**config.mk**
```make
export PLATFORM = sky130hd
export DESIGN_NAME = multicycle_control_fsm
export DESIGN_NICKNAME = d
export VERILOG_FILES = /design/src/rtl/multicycle_control_fsm_pkg.sv /design/src/rtl/multicycle_control_fsm_imm_src_decode.sv /design/src/rtl/multicycle_control_fsm.sv
export SDC_FILE = /design/constraint.sdc
export NUM_CORES = 1
export LEC_CHECK = 0
export ABC_AREA = 1
export BUFFER_PORTS_ARGS = -buffer_cell sky130_fd_sc_hd__buf_4
export CAP_MARGIN = 40
export CORE_UTILIZATION = 46
export DETAILED_ROUTE_END_ITERATION = 6
export GPL_ROUTABILITY_DRIVEN = 1
export GPL_TIMING_DRIVEN = 0
export HOLD_SLACK_MARGIN = 0.05
export PLACE_DENSITY = 0.79
export SKIP_LAST_GASP = 1
export SYNTH_ARGS = -nofsm -noshare
export SYNTH_HDL_FRONTEND = slang
export SYNTH_HIERARCHICAL = 1
export SYNTH_SLANG_ARGS = --single-unit
export TNS_END_PERCENT = 10
```
**constraint.sdc**
```tcl
create_clock -name clk -period 1.2 [get_ports clk]
set_input_delay 0.12 -clock clk [delete_from_list [all_inputs] [get_ports clk]]
set_output_delay 0.12 -clock clk [all_outputs]
set_load 0.05 [all_outputs]
```
**src/rtl/multicycle_control_fsm_pkg.sv**
```systemverilog
// Shared encodings for the RV32I multicycle control path: opcodes, FSM states,
// and the datapath mux/ALU select codes driven by multicycle_control_fsm.
package multicycle_control_fsm_pkg;

    typedef enum logic [6:0] {
        OP_LOAD   = 7'b0000011,
        OP_STORE  = 7'b0100011,
        OP_RTYPE  = 7'b0110011,
        OP_ITYPE  = 7'b0010011,
        OP_BRANCH = 7'b1100011,
        OP_JAL    = 7'b1101111,
        OP_JALR   = 7'b1100111,
        OP_LUI    = 7'b0110111,
        OP_AUIPC  = 7'b0010111
    } opcode_t;

    typedef enum logic [3:0] {
        S_FETCH    = 4'd0,
        S_DECODE   = 4'd1,
        S_MEMADR   = 4'd2,
        S_MEMREAD  = 4'd3,
        S_MEMWB    = 4'd4,
        S_MEMWRITE = 4'd5,
        S_EXECR    = 4'd6,
        S_EXECI    = 4'd7,
        S_ALUWB    = 4'd8,
        S_BEQ      = 4'd9,
        S_JAL      = 4'd10,
        S_JALR     = 4'd11,
        S_JALRADR  = 4'd12,
        S_LUI      = 4'd13,
        S_TRAP     = 4'd14
    } state_t;

    typedef enum logic [1:0] {
        RES_ALUOUT    = 2'b00,
        RES_DATA      = 2'b01,
        RES_ALURESULT = 2'b10
    } result_src_t;

    typedef enum logic [1:0] {
        SRCA_PC    = 2'b00,
        SRCA_OLDPC = 2'b01,
        SRCA_RS1   = 2'b10,
        SRCA_ZERO  = 2'b11
    } alu_src_a_t;

    typedef enum logic [1:0] {
        SRCB_RS2  = 2'b00,
        SRCB_IMM  = 2'b01,
        SRCB_FOUR = 2'b10
    } alu_src_b_t;

    typedef enum logic [1:0] {
        ALU_ADD   = 2'b00,
        ALU_SUB   = 2'b01,
        ALU_FUNCT = 2'b10
    } alu_op_t;

    typedef enum logic [2:0] {
        IMM_I = 3'b000,
        IMM_S = 3'b001,
        IMM_B = 3'b010,
        IMM_J = 3'b011,
        IMM_U = 3'b100
    } imm_src_t;

    typedef struct packed {
        logic        pc_update;
        logic        branch;
        logic        adr_src;
        logic        ir_write;
        logic        mem_write;
        logic        reg_write;
        result_src_t result_src;
        alu_src_a_t  alu_src_a;
        alu_src_b_t  alu_src_b;
        alu_op_t     alu_op;
        logic        instr_done;
        logic        illegal;
    } ctrl_t;

endpackage

```
**src/rtl/multicycle_control_fsm_imm_src_decode.sv**
```systemverilog
// Immediate-format select derived directly from the opcode field.
module imm_src_decode
    import multicycle_control_fsm_pkg::*;
(
    input  logic [6:0] opcode,
    output imm_src_t   imm_src
);

    // Opcode to immediate format; unknown opcodes fall back to I-type
    always_comb begin
        imm_src = IMM_I;
        case (opcode)
            OP_LOAD, OP_ITYPE, OP_JALR: imm_src = IMM_I;
            OP_STORE:                   imm_src = IMM_S;
            OP_BRANCH:                  imm_src = IMM_B;
            OP_JAL:                     imm_src = IMM_J;
            OP_LUI, OP_AUIPC:           imm_src = IMM_U;
            default:                    imm_src = IMM_I;
        endcase
    end

endmodule

```
**src/rtl/multicycle_control_fsm.sv**
```systemverilog
// Moore control FSM for a multicycle RV32I datapath. Define MEM_HANDSHAKE_EN to
// make FETCH/MEMREAD/MEMWRITE wait on mem_ready_i; otherwise every state is one cycle.
module multicycle_control_fsm
    import multicycle_control_fsm_pkg::*;
(
    input  logic       clk,
    input  logic       rst_n,
    input  logic [6:0] opcode_i,
    input  logic       mem_ready_i,
    output logic       PCUpdate_o,
    output logic       Branch_o,
    output logic       AdrSrc_o,
    output logic       IRWrite_o,
    output logic       MemWrite_o,
    output logic       RegWrite_o,
    output logic [1:0] ResultSrc_o,
    output logic [1:0] ALUSrcA_o,
    output logic [1:0] ALUSrcB_o,
    output logic [1:0] ALUOp_o,
    output logic [2:0] ImmSrc_o,
    output logic       instr_done_o,
    output logic       illegal_o
);

    state_t   state_r;
    ctrl_t    ctrl_r;
    logic     mem_ready_s;
    logic     fetch_ok_s;
    imm_src_t imm_src_s;

`ifdef MEM_HANDSHAKE_EN
    assign mem_ready_s = mem_ready_i;
`else
    logic unused_mem_ready_s;
    assign mem_ready_s        = 1'b1;
    assign unused_mem_ready_s = mem_ready_i;
`endif

    function automatic state_t next_state_f(input state_t st, input logic [6:0] op,
                                            input logic ready);
        state_t ns;
        ns = S_TRAP;
        case (st)
            S_FETCH: begin
                if (ready) ns = S_DECODE;
                else       ns = S_FETCH;
            end
            S_DECODE: begin
                case (op)
                    OP_LOAD, OP_STORE: ns = S_MEMADR;
                    OP_RTYPE:          ns = S_EXECR;
                    OP_ITYPE:          ns = S_EXECI;
                    OP_BRANCH:         ns = S_BEQ;
                    OP_JAL:            ns = S_JAL;
                    OP_JALR:           ns = S_JALRADR;
                    OP_LUI:            ns = S_LUI;
                    OP_AUIPC:          ns = S_ALUWB;
                    default:           ns = S_TRAP;
                endcase
            end
            S_MEMADR: begin
                if (op == OP_STORE) ns = S_MEMWRITE;
                else                ns = S_MEMREAD;
            end
            S_MEMREAD: begin
                if (ready) ns = S_MEMWB;
                else       ns = S_MEMREAD;
            end
            S_MEMWRITE: begin
                if (ready) ns = S_FETCH;
                else       ns = S_MEMWRITE;
            end
            S_EXECR, S_EXECI, S_JAL, S_JALR, S_LUI: ns = S_ALUWB;
            S_JALRADR:                              ns = S_JALR;
            S_MEMWB, S_ALUWB, S_BEQ:                ns = S_FETCH;
            S_TRAP:                                 ns = S_TRAP;
            default:                                ns = S_TRAP;
        endcase
        return ns;
    endfunction

    function automatic ctrl_t decode_ctrl(input state_t st);
        ctrl_t c;
        c = '0;
        case (st)
            S_FETCH: begin
                c.ir_write   = 1'b1;
                c.pc_update  = 1'b1;
                c.result_src = RES_ALURESULT;
                c.alu_src_b  = SRCB_FOUR;
            end
            // Speculatively form PC-relative target into ALUOut
            S_DECODE: begin
                c.alu_src_a = SRCA_OLDPC;
                c.alu_src_b = SRCB_IMM;
            end
            S_MEMADR, S_JALRADR: begin
                c.alu_src_a = SRCA_RS1;
                c.alu_src_b = SRCB_IMM;
            end
            S_MEMREAD: c.adr_src = 1'b1;
            S_MEMWB: begin
                c.result_src = RES_DATA;
                c.reg_write  = 1'b1;
                c.instr_done = 1'b1;
            end
            S_MEMWRITE: begin
                c.adr_src    = 1'b1;
                c.mem_write  = 1'b1;
                c.instr_done = 1'b1;
            end
            S_EXECR: begin
                c.alu_src_a = SRCA_RS1;
                c.alu_op    = ALU_FUNCT;
            end
            S_EXECI: begin
                c.alu_src_a = SRCA_RS1;
                c.alu_src_b = SRCB_IMM;
                c.alu_op    = ALU_FUNCT;
            end
            S_LUI: begin
                c.alu_src_a = SRCA_ZERO;
                c.alu_src_b = SRCB_IMM;
            end
            S_ALUWB: begin
                c.reg_write  = 1'b1;
                c.instr_done = 1'b1;
            end
            S_BEQ: begin
                c.alu_src_a  = SRCA_RS1;
                c.alu_op     = ALU_SUB;
                c.branch     = 1'b1;
                c.instr_done = 1'b1;
            end
            // Link value PC+4 computed from OldPC while PC takes ALUOut
            S_JAL, S_JALR: begin
                c.alu_src_a = SRCA_OLDPC;
                c.alu_src_b = SRCB_FOUR;
                c.pc_update = 1'b1;
            end
            S_TRAP:  c.illegal = 1'b1;
            default: c = '0;
        endcase
        return c;
    endfunction

    // State register with its control word registered alongside
    always_ff @(posedge clk) begin
        if (!rst_n) begin
            state_r <= S_FETCH;
            ctrl_r  <= decode_ctrl(S_FETCH);
        end else begin
            state_r <= next_state_f(state_r, opcode_i, mem_ready_s);
            ctrl_r  <= decode_ctrl(next_state_f(state_r, opcode_i, mem_ready_s));
        end
    end

    imm_src_decode u_imm_src_decode (
        .opcode  (opcode_i),
        .imm_src (imm_src_s)
    );

    // Fetch enables wait for memory; reset masks every architectural write
    assign fetch_ok_s   = (state_r != S_FETCH) | mem_ready_s;
    assign PCUpdate_o   = ctrl_r.pc_update & rst_n & fetch_ok_s;
    assign IRWrite_o    = ctrl_r.ir_write & rst_n & fetch_ok_s;
    assign Branch_o     = ctrl_r.branch & rst_n;
    assign MemWrite_o   = ctrl_r.mem_write & rst_n;
    assign RegWrite_o   = ctrl_r.reg_write & rst_n;
    assign AdrSrc_o     = ctrl_r.adr_src;
    assign ResultSrc_o  = ctrl_r.result_src;
    assign ALUSrcA_o    = ctrl_r.alu_src_a;
    assign ALUSrcB_o    = ctrl_r.alu_src_b;
    assign ALUOp_o      = ctrl_r.alu_op;
    assign instr_done_o = ctrl_r.instr_done;
    assign illegal_o    = ctrl_r.illegal;
    assign ImmSrc_o     = imm_src_s;

endmodule

```
==> results.py, run 1 <==
metrics = {
    "outcome": {
        "run_status": "finished with violations",
        "failing_checks": "setup timing",
    },
    "drt": {
        "post-route-drc-count": 0,
        "drt_pre_antenna_iters": 4,
        "drt.antenna.violating_nets": 0,
        "route.final.wire_length_um": 2490,
        "drtIter0Drc": 21,
        "routed-via-count": 1126,
        "drt-vias-per-instance": 4.77,
        "wire_per_inst_um": 10.5,
    },
    "sta": {
        "min_tclk_post_route_ps": 1430,
        "setup_viol": 12,
        "min_period_over_period_pct": 119,
        "final_critical_path_setup_slack_ps": -228,
        "rsz0062_at_grt": "true",
        "clock-skew-final_ps": 2.16,
        "slew_violations": 0,
        "tightest_slew_ps": 326,
        "fin_setup_tns_ps": -2040,
        "hold_violations": 0,
        "timing.fmax_mhz": 700,
        "tightest_slew_margin_relative_to_the_limit_pct": 78.2,
    },
    "critical_path": {
        "critical_path_required_ps": 1430,
        "end_kind": "flop",
        "critical_path_class": "flop to flop",
        "critical_path.max_fanout": 4,
        "cp_data_arrival_time_ps": 1660,
        "crit_path_start_kind": "flop",
    },
    "placement": {
        "pre_cts_ws_ps": -272,
        "place.detailed.hpwl_um": 1780,
        "io_buffer_count": 27,
        "gp_congestion": 0.816,
        "dpl-instance-area_um2": 1380,
    },
    "logic_synthesis": {
        "synth.top_cell.area_share_pct": 32.1,
        "synth_edf_count": 0,
        "synth.cell_area_um2": 1120,
        "seq_area_frac_synth_pct": 32.1,
        "postSynthAreaPerCell_um2": 6.67,
        "share_of_flip_flops_with_an_asynchronous_set_or_reset_pct": 0,
        "synthesis.instances": 168,
        "synthDistinctLibCells": 25,
        "synthTopCellsByArea": "dfxtp_1 (32%), nand2_1 (13%), nor2_1 (7.7%)",
        "synth_area_leader_cell": "dfxtp_1",
        "postSynthRegisterBits": 18,
        "synth.net_count": 178,
        "ys_warn_count": 6,
        "dominantRegCellSynth": "dfxtp_1",
    },
    "floorplanning": {
        "fp.dieH_um": 51.4,
        "core-area_um2": 2250,
        "starting_utilization_of_the_core_area_pct": 49.7,
        "die_x_um": 51.4,
        "io-pin-count": 29,
        "fp-row-count": 17,
        "dieArea_um2": 2640,
    },
    "clock_tree": {
        "numClockSinks": 18,
        "buffer_depth_of_the_longest_clock_path": 2,
        "htree_num_levels": 1,
        "path_clk_slew_ps": 100,
        "cts_root_buf": "clkbuf_4",
        "postCtsHoldBufs": 0,
        "insertion_delay_of_the_later_clocked_pin_in_the_worst_skew_pair_ps": 290,
        "cts_tree": "done",
        "cts_inserted_buffers": 3,
    },
    "final_layout": {
        "synthToLayoutAreaGrowth_pct": 37.6,
        "commonest_cells_after_routing_fill_and_taps_aside": "buf_4 (43), nand2_1 (35), nor2_1 (22)",
        "layout_commonest_cell": "buf_4",
        "fin_nets": 219,
        "post-route-cell-area_um2": 1540,
        "antennaDiodeCount": 0,
        "layout-drive-gt1-share_pct": 46.6,
    },
    "run": {
        "cap_viol_max_count": 0,
    },
    "pwr": {
        "power_density_nw_per_um2": 2260,
        "power.total_mw": 3.49,
        "irDropWorstVdd_uv": 1310,
        "cellLeakagePower_nw": 0.827,
    },
    "min_path": {
        "hold_path.class": "input port to flop",
    },
    "global_route": {
        "sum_of_overflow_across_all_layers_after_global_routing": 0,
        "antenna_found_initial": 0,
        "first_pass_grt_wire_length_um": 4240,
        "largest_net_degree_at_the_start_of_global_routing": 11,
        "grt_pass1_vias": 1091,
        "grt_usage_pct": 21.2,
    },
}
==> cell families after synthesis <==
family | count (synthesis) | share of synthesized area [%]
compound gates | 14 | 7.03
flops | 18 | 32.1
buf+inv | 41 | 17.3
simple gates | 95 | 43.5
==> area by class of cell <==
| class | count | area, µm² |
|---|---|---|
| flip-flops and latches | 18 | 368 |
| clock buffers | 4 | 36.3 |
| inverters | 32 | 128 |
| plain buffers | 9 | 71.3 |
| repair buffers | 36 | 274 |
| multi-input cells | 109 | 631 |
| well taps | 28 | 35.0 |
| fillers | 199 | 712 |
==> synthesized netlist by cell type, types with 3 or more instances <==
cell     number
nand2_1      39
nand3_1       7
nand2_2      10
dfxtp_1      18
buf_4         8
a21oi_1       4
nor2_2        3
nor2_1       23
nor2_4        3
inv_2         8
o21ai_1       6
inv_1        22
==> registers in the layout, indices dropped and copies added, names as in the netlist <==
name and cells:
ctrl_r 4, illegal_o 1, ALUSrcA_o 2, ALUSrcB_o 2, ResultSrc_o 2, state_r 4, AdrSrc_o 1, ALUOp_o 1
instr_done_o 1
==> metrics by stage <==
stage	std cells	hold WS [ps]	utilization, %
floorplan	168	321	-
global placement	223	457	61.3
detailed placement	223	468	61.3
CTS	236	150	67.5
global route	236	174	68.4
finish	236	149	68.4
==> worst max-delay path, stage by stage, from the launching register on <==
cell,delay (ps)
dfxtp_2,360
inv_2,50
nand2_4,90
inv_4,50
nand3_4,70
inv_2,50
a21oi_4,140
nand2_2,110
inv_4,90
nand2_4,60
nor2_4,130
nand2_2,70
o21ai_1,70
==> where the power goes <==
part,switching [mW],internal (mW)
Clock,0.190,0.185
Sequential,0.0975,0.784
Combinational,1.40,0.830
==> routing by layer <==
metal	wire length (µm)	global-route usage [%]	part of all wire (%)	up-vias
li1	-	-	-	583
met1	1000	22.9	40	516
met2	1360	39.4	54	22
met3	100	4.76	4.0	5
met4	31	8.11	1.2	0
met5	0	0	0	-
==> worst paths after layout <==
kind	startpoint	end	slack (ps)	cells after the start
max reg2reg	state_r[3]	ALUSrcA_o[0]	-230	12
max	state_r[3]	ALUSrcA_o[0]	-230	12
min	rst_n	ResultSrc_o[1]	150	3
min reg2reg	state_r[0]	ResultSrc_o[0]	550	2
==> timing repair <==
item	4_1_cts	5_1_grt
endpoints found under the setup margin	13	14
pin swaps	11	5
setup buffers	9	0
resized for setup	11	3
Note: power is estimated with default switching activity, not from simulation.
==> inputs of run 2 (changes only) <==
--- a/config.mk
+++ b/config.mk
@@ -8,12 +8,13 @@
 export ABC_AREA = 1
 export BUFFER_PORTS_ARGS = -buffer_cell sky130_fd_sc_hd__buf_4
 export CAP_MARGIN = 40
-export CORE_UTILIZATION = 46
+export CORE_UTILIZATION = 51
 export DETAILED_ROUTE_END_ITERATION = 6
 export GPL_ROUTABILITY_DRIVEN = 1
 export GPL_TIMING_DRIVEN = 0
 export HOLD_SLACK_MARGIN = 0.05
-export PLACE_DENSITY = 0.79
+export PLACE_DENSITY = 0.82
+export REMOVE_ABC_BUFFERS = 1
 export SKIP_LAST_GASP = 1
 export SYNTH_ARGS = -nofsm -noshare
 export SYNTH_HDL_FRONTEND = slang
==> constraint.sdc (replaced) <==
create_clock -name clk -period 1.32 [get_ports clk]
set_input_delay 0.132 -clock clk [delete_from_list [all_inputs] [get_ports clk]]
set_output_delay 0.132 -clock clk [all_outputs]
set_load 0.05 [all_outputs]
==> run 2 against run 1 <==
Net effect: the flow still finishes with violations (setup timing); sequential cell count unchanged; clock-buffer cell count unchanged; design area rose by 0.89%; combinational power fell by 2%; critical path depth fell by 2; wire length rose by 26%; non-clock buffer count unchanged; cell count fell by 0.42%; clock power is 7.7% lower; register-to-register slack better by 20 ps; clock skew decreased by 1.2 ps.
==> results.py, run 2 (synthesized netlist as in run 1, its figures left out) <==
metrics = {
    "critical_path": {
        "slowest_delay_ps": 390,
        "critical_path.max_fanout": 4,
        "worstSetupStartpoint": "state_r[1]",
        "critical_path_class": "flop to flop",
        "cp_data_arrival_time_ps": 1770,
        "worst-path-buf-inv": 3,
        "critical-path-top-cell-by-count": "nand2_2",
        "end_kind": "flop",
        "timing.critical_path.slowest_stage_cell": "dfxtp_4",
        "critical_path_required_ps": 1560,
        "r2r_start": "state_r[1]",
        "worst_path_dominant_cell_family": "simple AND/OR/NAND/NOR gates",
        "crit_path_start_kind": "flop",
        "cp_cell_sequence": "inv_4 -> nand2_2 -> nor2_4 -> buf_4 -> nand2_2 -> nand2_4 -> inv_2 -> nor3_4 -> nand2_2 -> nand3_1",
    },
    "global_route": {
        "grt_use_met3_pct": 8.10,
        "use_met1_pct": 25.7,
        "grt_use_met2_pct": 53.7,
        "first_pass_grt_wire_length_um": 5150,
        "antenna_found_initial": 0,
        "grt_busiest_layer": "met2",
        "grt_usage_pct": 28.4,
        "grt_pass1_vias": 1238,
        "sum_of_overflow_across_all_layers_after_global_routing": 0,
        "largest_net_degree_at_the_start_of_global_routing": 12,
    },
    "sta": {
        "setup_viol": 12,
        "rsz0062_at_grt": "true",
        "hold_violations": 0,
        "clock-skew-final_ps": 1.01,
        "tightest_slew_margin_relative_to_the_limit_pct": 78.1,
        "slew_violations": 0,
        "tightest_slew_ps": 326,
        "timing.fmax_mhz": 656,
        "final_critical_path_setup_slack_ps": -205,
        "min_period_over_period_pct": 116,
        "min_tclk_post_route_ps": 1530,
    },
    "final_layout": {
        "layout_commonest_cell": "buf_4",
        "fin_nets": 219,
        "fillCellCount": 147,
        "layout-drive-gt1-share_pct": 48.6,
        "fin_util_pct": 77.0,
        "antennaDiodeCount": 0,
        "reg.largest.list": "ctrl_r: 4 flops, state_r: 4 flops",
        "commonest_cells_after_routing_fill_and_taps_aside": "buf_4 (45), nand2_1 (34), nor2_1 (22)",
        "synthToLayoutAreaGrowth_pct": 38.8,
    },
    "pwr": {
        "power_report.internal_total_mw": 1.70,
        "power.net_switching_mw": 1.66,
        "netSwitchingFraction_pct": 49.5,
        "combPwrFrac_pct": 65.2,
        "power_frac_clock_pct": 10.3,
        "irDropWorstVdd_uv": 1780,
        "cellLeakagePower_nw": 0.822,
        "sequentialPowerShare_pct": 24.5,
        "power_density_nw_per_um2": 2160,
    },
    "clock_tree": {
        "buffer_depth_of_the_longest_clock_path": 2,
        "insertion_delay_of_the_later_clocked_pin_in_the_worst_skew_pair_ps": 300,
        "cts_tree": "done",
        "cts_root_buf": "clkbuf_4",
        "numClockSinks": 18,
        "cts_inserted_buffers": 3,
        "postCtsHoldBufs": 0,
        "path_clk_slew_ps": 100,
        "htree_num_levels": 1,
    },
    "drt": {
        "wire_per_inst_um": 13.3,
        "routed-via-count": 1233,
        "route.final.wire_length_um": 3130,
        "drt.antenna.violating_nets": 0,
        "drt-vias-per-instance": 5.25,
        "drtIter0Drc": 31,
        "drt_pre_antenna_iters": 4,
        "post-route-drc-count": 0,
    },
    "floorplanning": {
        "die_x_um": 48.9,
        "starting_utilization_of_the_core_area_pct": 55.4,
        "fp-row-count": 16,
        "io-pin-count": 29,
        "core-area_um2": 2020,
        "fp.dieH_um": 48.9,
        "dieArea_um2": 2390,
    },
    "outcome": {
        "run_status": "finished with violations",
        "failing_checks": "setup timing",
    },
    "placement": {
        "io_buffer_count": 27,
        "gp_congestion": 0.889,
        "pre_cts_ws_ps": -207,
        "place.detailed.hpwl_um": 1820,
    },
    "min_path": {
        "min-delay-start": "rst_n",
        "hold_path.class": "input port to flop",
    },
    "run": {
        "cap_viol_max_count": 0,
    },
}
run 2: cell count changes in the layout (fill, tap and decap cells not counted):
cell	before	now
a21oi_1	4	2
dfxtp_2	3	2
nor2_4	4	5
buf_6	2	0
nor2_2	3	2
and3_4	0	1
nand2_1	35	34
dfxtp_4	1	2
a21oi_2	1	3
nand2_2	11	12
buf_4	43	45
and3_1	1	0
run 2: area by class of cell:
class | count | area, µm² | area share (%)
clock buffer | 4 | 36.3 | 2.33
inverter | 32 | 128 | 8.20
multi-input combinational | 109 | 651 | 41.8
sequential | 18 | 370 | 23.8
tap | 27 | 33.8 | 2.17
timing repair buffer | 45 | 338 | 21.7
run 2: per-stage QoR:
step                area (µm²)  std cells  hold WS (ps)  power [mW]  TNS (ps)
floorplan                 1050        159           202        1.96    -0.160
global placement          1290        213           394        2.28      -827
detailed placement        1290        213           403        2.33     -1490
CTS                       1530        233          93.6        3.16      -410
global route              1560        235          93.3        3.50     -2350
finish                    1560        235          93.8        3.36     -1540
run 2: worst paths after layout:
kind	slack, ps	to	depth (start not counted)
max	-210	ALUSrcA_o[1]	10
min	90	ResultSrc_o[1]	2
max reg2reg	-210	ALUSrcA_o[1]	10
min reg2reg	580	ResultSrc_o[0]	2
run 2: per-layer routing:
| layer | vias to the layer above | wire [µm] | share of wire [%] |
|---|---|---|---|
| li1 | 584 | - | - |
| met1 | 559 | 1110 | 35 |
| met2 | 70 | 1680 | 54 |
| met3 | 20 | 181 | 5.8 |
| met4 | 0 | 155 | 5.0 |
| met5 | - | 0 | 0 |
run 2: repair_timing:
action / in CTS / in global routing
buffers inserted: 16 / 2
resized for setup: 26 / 4
setup endpoints to repair: 11 / 14
gates cloned: 0 / 0
pin swaps: 12 / 4
run 2: power groups by stage:
stage	clock, mW	sequential, mW	combinational, mW
after global routing	0.367	0.835	2.30
after floorplan	0	1.06	0.904
after global placement	0	0.786	1.49
final	0.346	0.821	2.19
after detailed placement	0	0.794	1.53
after CTS	0.340	0.799	2.02
